--- config.mk ---
export PLATFORM = sky130hd
export DESIGN_NAME = mux_scan
export DESIGN_NICKNAME = d
export VERILOG_FILES = /design/src/rtl/mux_scan.sv
export SDC_FILE = /design/constraint.sdc
export NUM_CORES = 1
export LEC_CHECK = 0
export ABC_AREA = 0
export CAP_MARGIN = 20
export CORE_MARGIN = 1.5
export CORE_UTILIZATION = 40
export CTS_CLUSTER_DIAMETER = 80
export DETAILED_ROUTE_END_ITERATION = 12
export HOLD_SLACK_MARGIN = 0.03
export PLACE_DENSITY = 0.6
export SLEW_MARGIN = 40
export SYNTH_ARGS = -nofsm -noshare
export SYNTH_HDL_FRONTEND = slang
export SYNTH_SLANG_ARGS = --single-unit
--- constraint.sdc ---
create_clock -name clk -period 14.9 [get_ports clk]
set_input_delay 4.47 -clock clk [delete_from_list [all_inputs] [get_ports clk]]
set_output_delay 4.47 -clock clk [all_outputs]
set_load 0.01 [all_outputs]
--- src/rtl/mux_scan.sv ---
`default_nettype none
// =============================================================================
// Module      : mux_scan
// Description : NUM_CH:1 channel selector with registered output and a
//               built-in scan sequencer (manual / masked round-robin scan).
// Revision    : 1.0 - initial release
// =============================================================================
module mux_scan #(
   parameter int NUM_CH  = 16,
   parameter int DATA_W  = 1,
   parameter int DWELL_W = 8,
   localparam int SEL_W  = $clog2(NUM_CH)
) (
   input  logic                     clk,
   input  logic                     rst_n,
   input  logic [NUM_CH*DATA_W-1:0] a,
   input  logic                     mode,
   input  logic [SEL_W-1:0]         sel,
   input  logic                     start,
   input  logic                     stop,
   input  logic [NUM_CH-1:0]        en_mask,
   input  logic [DWELL_W-1:0]       dwell,
   output logic [DATA_W-1:0]        y,
   output logic [SEL_W-1:0]         ch,
   output logic                     y_valid,
   output logic                     wrap,
   output logic                     busy
);

   typedef enum logic [1:0] {
      IDLE   = 2'd0,
      MANUAL = 2'd1,
      SCAN   = 2'd2
   } state_t;

   localparam logic [SEL_W:0] c_num_ch = (SEL_W+1)'(NUM_CH);

   state_t              r_state;
   logic [DATA_W-1:0]   r_y;
   logic [SEL_W-1:0]    r_ch;
   logic                r_valid;
   logic                r_wrap;
   logic [DWELL_W-1:0]  r_cnt;

   logic [SEL_W-1:0]    w_first;
   logic [SEL_W-1:0]    w_next;
   logic                w_sel_ok;
   logic [DATA_W-1:0]   w_a_sel;
   logic [DATA_W-1:0]   w_a_ch;
   logic [DATA_W-1:0]   w_a_first;
   logic [DATA_W-1:0]   w_a_next;

   // Out-of-range indices return zero, which is exactly what manual mode needs.
   function automatic logic [DATA_W-1:0] pick(
      input logic [NUM_CH*DATA_W-1:0] vec,
      input logic [SEL_W-1:0]         k
   );
      logic [DATA_W-1:0] v;
      v = '0;
      for (int i = 0; i < NUM_CH; i++) begin
         if (k == SEL_W'(i)) v = vec[i*DATA_W +: DATA_W];
      end
      return v;
   endfunction

   // Lowest enabled channel, and the next enabled one strictly after r_ch
   // (circular); descending loops let the nearest candidate win.
   always_comb begin
      int idx;
      idx     = 0;
      w_first = '0;
      for (int i = NUM_CH-1; i >= 0; i--) begin
         if (en_mask[i]) w_first = SEL_W'(i);
      end
      w_next = r_ch;
      for (int i = NUM_CH; i >= 1; i--) begin
         idx = int'(r_ch) + i;
         if (idx >= NUM_CH) idx = idx - NUM_CH;
         if (en_mask[SEL_W'(idx)]) w_next = SEL_W'(idx);
      end
   end

   assign w_sel_ok  = ({1'b0, sel} < c_num_ch);
   assign w_a_sel   = pick(a, sel);
   assign w_a_ch    = pick(a, r_ch);
   assign w_a_first = pick(a, w_first);
   assign w_a_next  = pick(a, w_next);

   always_ff @(posedge clk or negedge rst_n) begin
      if (!rst_n) begin
         r_state <= IDLE;
         r_y     <= '0;
         r_ch    <= '0;
         r_valid <= 1'b0;
         r_wrap  <= 1'b0;
         r_cnt   <= '0;
      end else begin
         r_wrap <= 1'b0;
         // mode=0 wins from every state and always performs a manual load.
         if (!mode) begin
            r_state <= MANUAL;
            if (w_sel_ok) begin
               r_ch    <= sel;
               r_y     <= w_a_sel;
               r_valid <= 1'b1;
            end else begin
               r_y     <= '0;
               r_valid <= 1'b0;
            end
         end else begin
            case (r_state)
               IDLE: begin
                  if (start && (|en_mask)) begin
                     r_state <= SCAN;
                     r_ch    <= w_first;
                     r_y     <= w_a_first;
                     r_cnt   <= dwell;
                     r_valid <= 1'b1;
                  end else begin
                     r_valid <= 1'b0;
                  end
               end
               MANUAL: begin
                  r_state <= IDLE;
                  r_valid <= 1'b0;
               end
               SCAN: begin
                  if (stop || !(|en_mask)) begin
                     r_state <= IDLE;
                     r_valid <= 1'b0;
                  end else if (r_cnt != '0) begin
                     r_cnt   <= r_cnt - DWELL_W'(1);
                     r_y     <= w_a_ch;
                     r_valid <= 1'b1;
                  end else begin
                     r_ch    <= w_next;
                     r_y     <= w_a_next;
                     r_cnt   <= dwell;
                     r_valid <= 1'b1;
                     r_wrap  <= (w_next <= r_ch);
                  end
               end
               default: begin
                  r_state <= IDLE;
                  r_valid <= 1'b0;
               end
            endcase
         end
      end
   end

   assign y       = r_y;
   assign ch      = r_ch;
   assign y_valid = r_valid;
   assign wrap    = r_wrap;
   assign busy    = (r_state == SCAN);

endmodule
`default_nettype wire

# Yosys cells after proc, flatten, opt, wreduce, memory -nomap -nowiden

Cells that the tools add are included.

Order comparisons: 33
$add $sub $neg: 33
Reductions and logical operators: 15
Mux-type cells: 186
Equality and inequality tests: 68

Operators with widths:

| operator                                            | number |
|---|---|
| two-way mux 4 bit                                   | 52 |
| == test 4 bit, second input constant                | 32 |
| two-way mux 1 bit                                   | 107 |
| < comparator 4 x 6 -> 1 bit, second input constant  | 16 |
| >= comparator 5 bit, second input constant          | 15 |
| binary-select mux 1 bit (select 4 bit)              | 16 |
| == test 4 x 3 -> 1 bit, second input constant       | 16 |
| subtractor 4 x 1 -> 4 bit, second input constant    | 16 |
| adder 4 x 4 -> 5 bit, second input constant         | 8 |
| == test 4 x 2 -> 1 bit, second input constant       | 8 |
| two-way mux 8 bit                                   | 3 |
| adder 4 x 3 -> 5 bit, second input constant         | 4 |
| == test 4 x 1 -> 1 bit, second input constant       | 4 |
| logical NOT 4 bit                                   | 4 |
| one-hot mux 8 bit (2 select lines)                  | 1 |
| OR reduction 16 bit                                 | 1 |
| adder 4 x 2 -> 5 bit, second input constant         | 2 |
| != test 3 bit, second input constant                | 3 |
| one-hot mux 4 bit (2 select lines)                  | 1 |
| AND reduction 4 bit                                 | 2 |
| nonzero test 8 bit                                  | 1 |
| subtractor 8 x 1 -> 8 bit, second input constant    | 1 |
| adder 4 x 5 -> 6 bit, second input constant         | 1 |
| >= comparator 6 x 5 -> 1 bit, second input constant | 1 |
| 16 further kinds                                    | 20 |

Bits in registers: 17
Input port bits: 49
Output and inout port bits: 8
Word-level logic and storage cells: 341

# Longest topological paths before layout

Depth after elaboration: 43
Gate-level depth with buffers: 23
Mapped depth without buffers: 18

# Worst setup path after synthesis

Ideal clock, no wire load.

Path kind: input to register
Start: input port en_mask[5]
End: register r_y (netlist: y)
Library setup time: 0.126 ns
Buffers on the path: 0
Path slack: 7.124 ns
Data arrival time: 7.651 ns
Required time: 14.774 ns
Cell stages on the path: 14
Cell sequence: mux4_2 -> mux4_2 -> or2_0 -> a2111o_1 -> nor4_1 -> o21ai_1 -> a21oi_2 -> nor2_4 -> inv_6 -> mux2i_1 -> a21oi_1 -> a2111o_1 -> a311oi_1 -> nor2_1

Word-level cells in the longest chain between the ends: 40
Elaborated cells on any way between the ends: 146
Those cells by class: eq/ne: 32; mux: 107; reduce/logical: 7

RTL lines:

| item                                                 | RTL line | RTL |
|---|---|---|
| from (decl)                                          | 21       | `input logic [NUM_CH-1:0] en_mask,` |
| binary-select mux 1 bit (select 4 bit)               | 79       | `if (en_mask[SEL_W'(idx)]) w_next = SEL_W'(idx);` |
| two-way mux 1 bit (implied by the code) (2 in a row) | 79       |  |
| two-way mux 4 bit (16 in a row)                      | 79       |  |
| logical NOT 4 bit                                    | 61       | `if (k == SEL_W'(i)) v = vec[i*DATA_W +: DATA_W];` |
| two-way mux 1 bit (16 in a row)                      | 61       |  |
| two-way mux 1 bit                                    | 131      | `end else if (r_cnt != '0) begin` |
| two-way mux 1 bit                                    | 128      | `if (stop \|\| !(\|en_mask)) begin` |
| one-hot mux 1 bit (2 select lines)                   | 111      | `case (r_state)` |
| two-way mux 1 bit                                    | 100      | `if (!mode) begin` |
| to (signal assigned)                                 | 104      | `r_y <= w_a_sel;` |
| to (signal assigned)                                 | 116      | `r_y <= w_a_first;` |
| to (signal assigned)                                 | 133      | `r_y <= w_a_ch;` |
| to (decl)                                            | 39       | `logic [DATA_W-1:0] r_y;` |

Several ways; a longest one is shown, not always the timed one. The select of a mux whose other input is x is not followed.
A chain may end at the register's enable or synchronous reset.

# Worst setup path in the final report

Start: input port en_mask[0]
End: register r_wrap (netlist: wrap)

Word-level cells in the longest chain between the ends: 24
Elaborated cells on any way between the ends: 72
Those cells by class: order compare: 1; mux: 68; reduce/logical: 3

RTL lines:

| item                                                 | RTL line | RTL |
|---|---|---|
| binary-select mux 1 bit (select 4 bit)               | 79       |  |
| two-way mux 1 bit (implied by the code) (2 in a row) | 79       |  |
| two-way mux 4 bit (16 in a row)                      | 79       |  |
| <= comparator 4 bit                                  | 140      | `r_wrap <= (w_next <= r_ch);` |
| two-way mux 1 bit                                    | 131      |  |
| two-way mux 1 bit *                                  | 128      |  |
| two-way mux 1 bit *                                  | 111      |  |
| two-way mux 1 bit *                                  | 100      |  |
| to (signal assigned)                                 | 140      |  |
| to (decl)                                            | 42       | `logic r_wrap;` |

Mark *: on every way between the ends. The rest lies on a longest branch, timed or not. The select of a mux whose other input is x is not followed.

==> results.json <==
{
  "status": "finished clean",
  "area_growth_pct": 18.28,
  "synth.most_common_cell": "nand2_1",
  "hpwl_mm": 10.39,
  "finalSetupViolations": 0,
  "fp-row-count": 36,
  "avgSynthCellArea_um2": 7.981,
  "synth_nets": 566,
  "worstReg2RegEnd": "wrap",
  "required_ns": 15.04,
  "peakVddDrop_uv": 54.78,
  "pre_cts_slack_ns": 5.856,
  "start_util_pct": 40.93,
  "postCtsHoldBufs": 0,
  "worst_r2r_path_depth": 17,
  "diodes": 0,
  "p_total_mw": 0.5461,
  "min_period_ns": 8.738,
  "synthTopCellsByArea": "mux4_2, dfrtp_1, mux2i_1, ha_1, a21oi_1",
  "grt_pass1_vias": 3852,
  "synth_ff_type": "dfrtp_1",
  "synth.cell_area_um2": 3983,
  "wl_mm": 13.36,
  "yosys_warnings": 0,
  "drv_slew": 0,
  "synth_seq_cells": 17,
  "clock_latency_ns": 0.26,
  "maxCapViolCount": 0,
  "synth_top_cell_area_share_pct": 13.57,
  "track_usage_pct": 25.75,
  "hold_viol_final": 0,
  "ys_seq_area_share_pct": 10.68,
  "dpl_cell_area_um2": 4657,
  "clk_pin_slew_worst_paths_ns": 0.07,
  "core_um2": 9729,
  "r2r_slack_ns": 9.05,
  "port_buffers": 56,
  "drive_gt1_share_pct": 11.21,
  "power_frac_comb_pct": 81.8,
  "crit_arrival_ns": 8.88,
  "setup.worst_path.start": "en_mask[0]",
  "grt_max_degree": 29,
  "finalNetCount": 612,
  "cts.sinks": 17,
  "finClkSkew_ns": 0.004157,
  "cts_setup_buffers": 0,
  "fin_crit_sh_pct": 58.65,
  "r2r_start": "ch[1]",
  "p_int_mw": 0.2550,
  "io_pins": 57,
  "setup_ws_ns": 6.162,
  "final_cell_area_um2": 4711,
  "die_w_um": 102.8,
  "cp_max_fo": 8,
  "p_clk_share_pct": 6.6,
  "p_switching_mw": 0.2911,
  "fillers": 1006,
  "cts_root_buf": "clkbuf_8",
  "overflow": 0,
  "grt_setup_unrepaired": "no",
  "ys_types": 68,
  "synthTopCellsByCount": "nand2_1, nor2_1, a21oi_1, mux2i_1, o21ai_0",
  "slew_headroom_pct": 45.20,
  "end_kind": "register",
  "swShare_pct": 53.31,
  "die_area_um2": 10560,
  "dr.pass1.iters": 5,
  "cts_buffers": 3,
  "synth-edff-count": 0,
  "die_h_um": 102.8,
  "viasPerCell": 6.304,
  "synth_largest_area_cell": "mux4_2",
  "drtIter0Drc": 326,
  "finalSetupTns_ns": 0,
  "place_congestion": 0.9731,
  "worst-setup-path-type": "in -> reg",
  "leakagePower_nw": 1.861,
  "power_density_nw_per_um2": 115.9,
  "synth_cells": 499,
  "dr_total_vias": 4268,
  "crit_path_end": "wrap",
  "seqPwrFrac_pct": 11.6,
  "synthArstFlopShare_pct": 100.0,
  "fmax_mhz": 114.4,
  "cp-start-kind": "input port",
  "tightest_slew_ns": 0.8161,
  "antenna_found_initial": 0,
  "cts_tree": "yes",
  "drc": 0,
  "grt_pass1_wl_mm": 20.99,
  "hp-class": "reg -> reg",
  "post_cts_resized": 0,
  "clk_path_buf_depth": 2,
  "avgRoutedWirePerCell_um": 19.73,
  "ant_nets": 0,
  "htreeDepth": 1
}
-- final cells by class --
class | count | area, um2 | area share, %
clock buffers | 3 | 41.29 | 0.8765
clock inverters | 1 | 5.005 | 0.1062
inverters | 29 | 113.9 | 2.417
multi-input cells | 433 | 3364 | 71.42
flip-flops and latches | 17 | 426.7 | 9.057
well taps | 133 | 166.4 | 3.533
repair buffers | 61 | 593.1 | 12.59
-- registers in the layout, summed over array words and instances, names as in the netlist --
register,flops
y,1
r_state,2
r_cnt,8
y_valid,1
wrap,1
ch,4
-- worst min path at each step --
stage	slack, ns	cells past startpoint	start	endpoint
final	0.53	2	r_cnt[6]	r_cnt[6]
after global routing	0.55	2	r_cnt[6]	r_cnt[6]
after CTS	0.53	2	r_cnt[6]	r_cnt[6]
after detailed placement	0.51	2	r_cnt[6]	r_cnt[6]
after global placement	0.50	2	r_cnt[6]	r_cnt[6]
after floorplan	0.47	2	r_cnt[6]	r_cnt[6]
-- placed cells by master (no fill, tap or decap), types with 7 or more instances in the layout --
master and n:
a211oi_1 13, nor4_1 10, nand3_1 13, mux2i_1 33
nor3_1 14, nor2_1 50, nand2b_1 7, ha_1 18
mux2_2 18, inv_1 25, a21oi_1 42, nor2b_1 8
clkdlybuf4s50_1 55, nand2_1 51, o21ai_0 31, dfrtp_1 16
xnor2_1 8, mux4_2 24
-- worst max-delay path, stage by stage --
cell	delay (ns)
clkdlybuf4s50_1	0.54
mux4_1	0.75
mux2_2	0.36
mux2i_1	0.41
nand2_1	0.14
o31ai_1	0.29
nor4_1	0.14
a21oi_4	0.29
inv_1	0.23
ha_1	0.33
nor2b_1	0.13
o21ai_0	0.13
nand2b_1	0.07
a21oi_1	0.15
a41oi_1	0.08
nor4_1	0.36
-- power by group through the flow --
stage | registers (mW) | logic (mW) | clock network, mW
2_1_floorplan | 0.0606 | 0.325 | 0
3_3_place_gp | 0.0639 | 0.433 | 0
3_5_place_dp | 0.0638 | 0.437 | 0
4_1_cts | 0.0632 | 0.439 | 0.0367
5_1_grt | 0.0646 | 0.488 | 0.0386
6_report | 0.0634 | 0.447 | 0.0362
-- kinds of logic after synthesis --
group | share of synthesized area [%]
and+or+nand+nor | 20.30
AOI/OAI and AO/OA | 25.26
muxes | 29.88
buffers and inverters | 5.372
adders and majority gates | 5.655
DFF | 10.68
xor gates and xnor gates | 2.859
-- per-stage QoR --
| step | hold WS, ns | cells | util, % |
|---|---|---|---|
| 6_report | 0.5314 | 677 | 48.42 |
| 4_1_cts | 0.5278 | 677 | 48.34 |
| 5_1_grt | 0.5538 | 677 | 48.42 |
| 3_5_place_dp | 0.5108 | 673 | 47.87 |
| 3_3_place_gp | 0.4971 | 673 | 47.76 |
| 2_1_floorplan | 0.4726 | 499 | - |
-- per-layer routing --
layer	global-route usage [%]	vias to the layer above	wire, um
li1	-	2012	-
met1	39.09	2076	6374
met2	39.23	158	5956
met3	2.983	22	801
met4	5.717	0	223
met5	0	-	0
(Power assumes the default switching activity.)
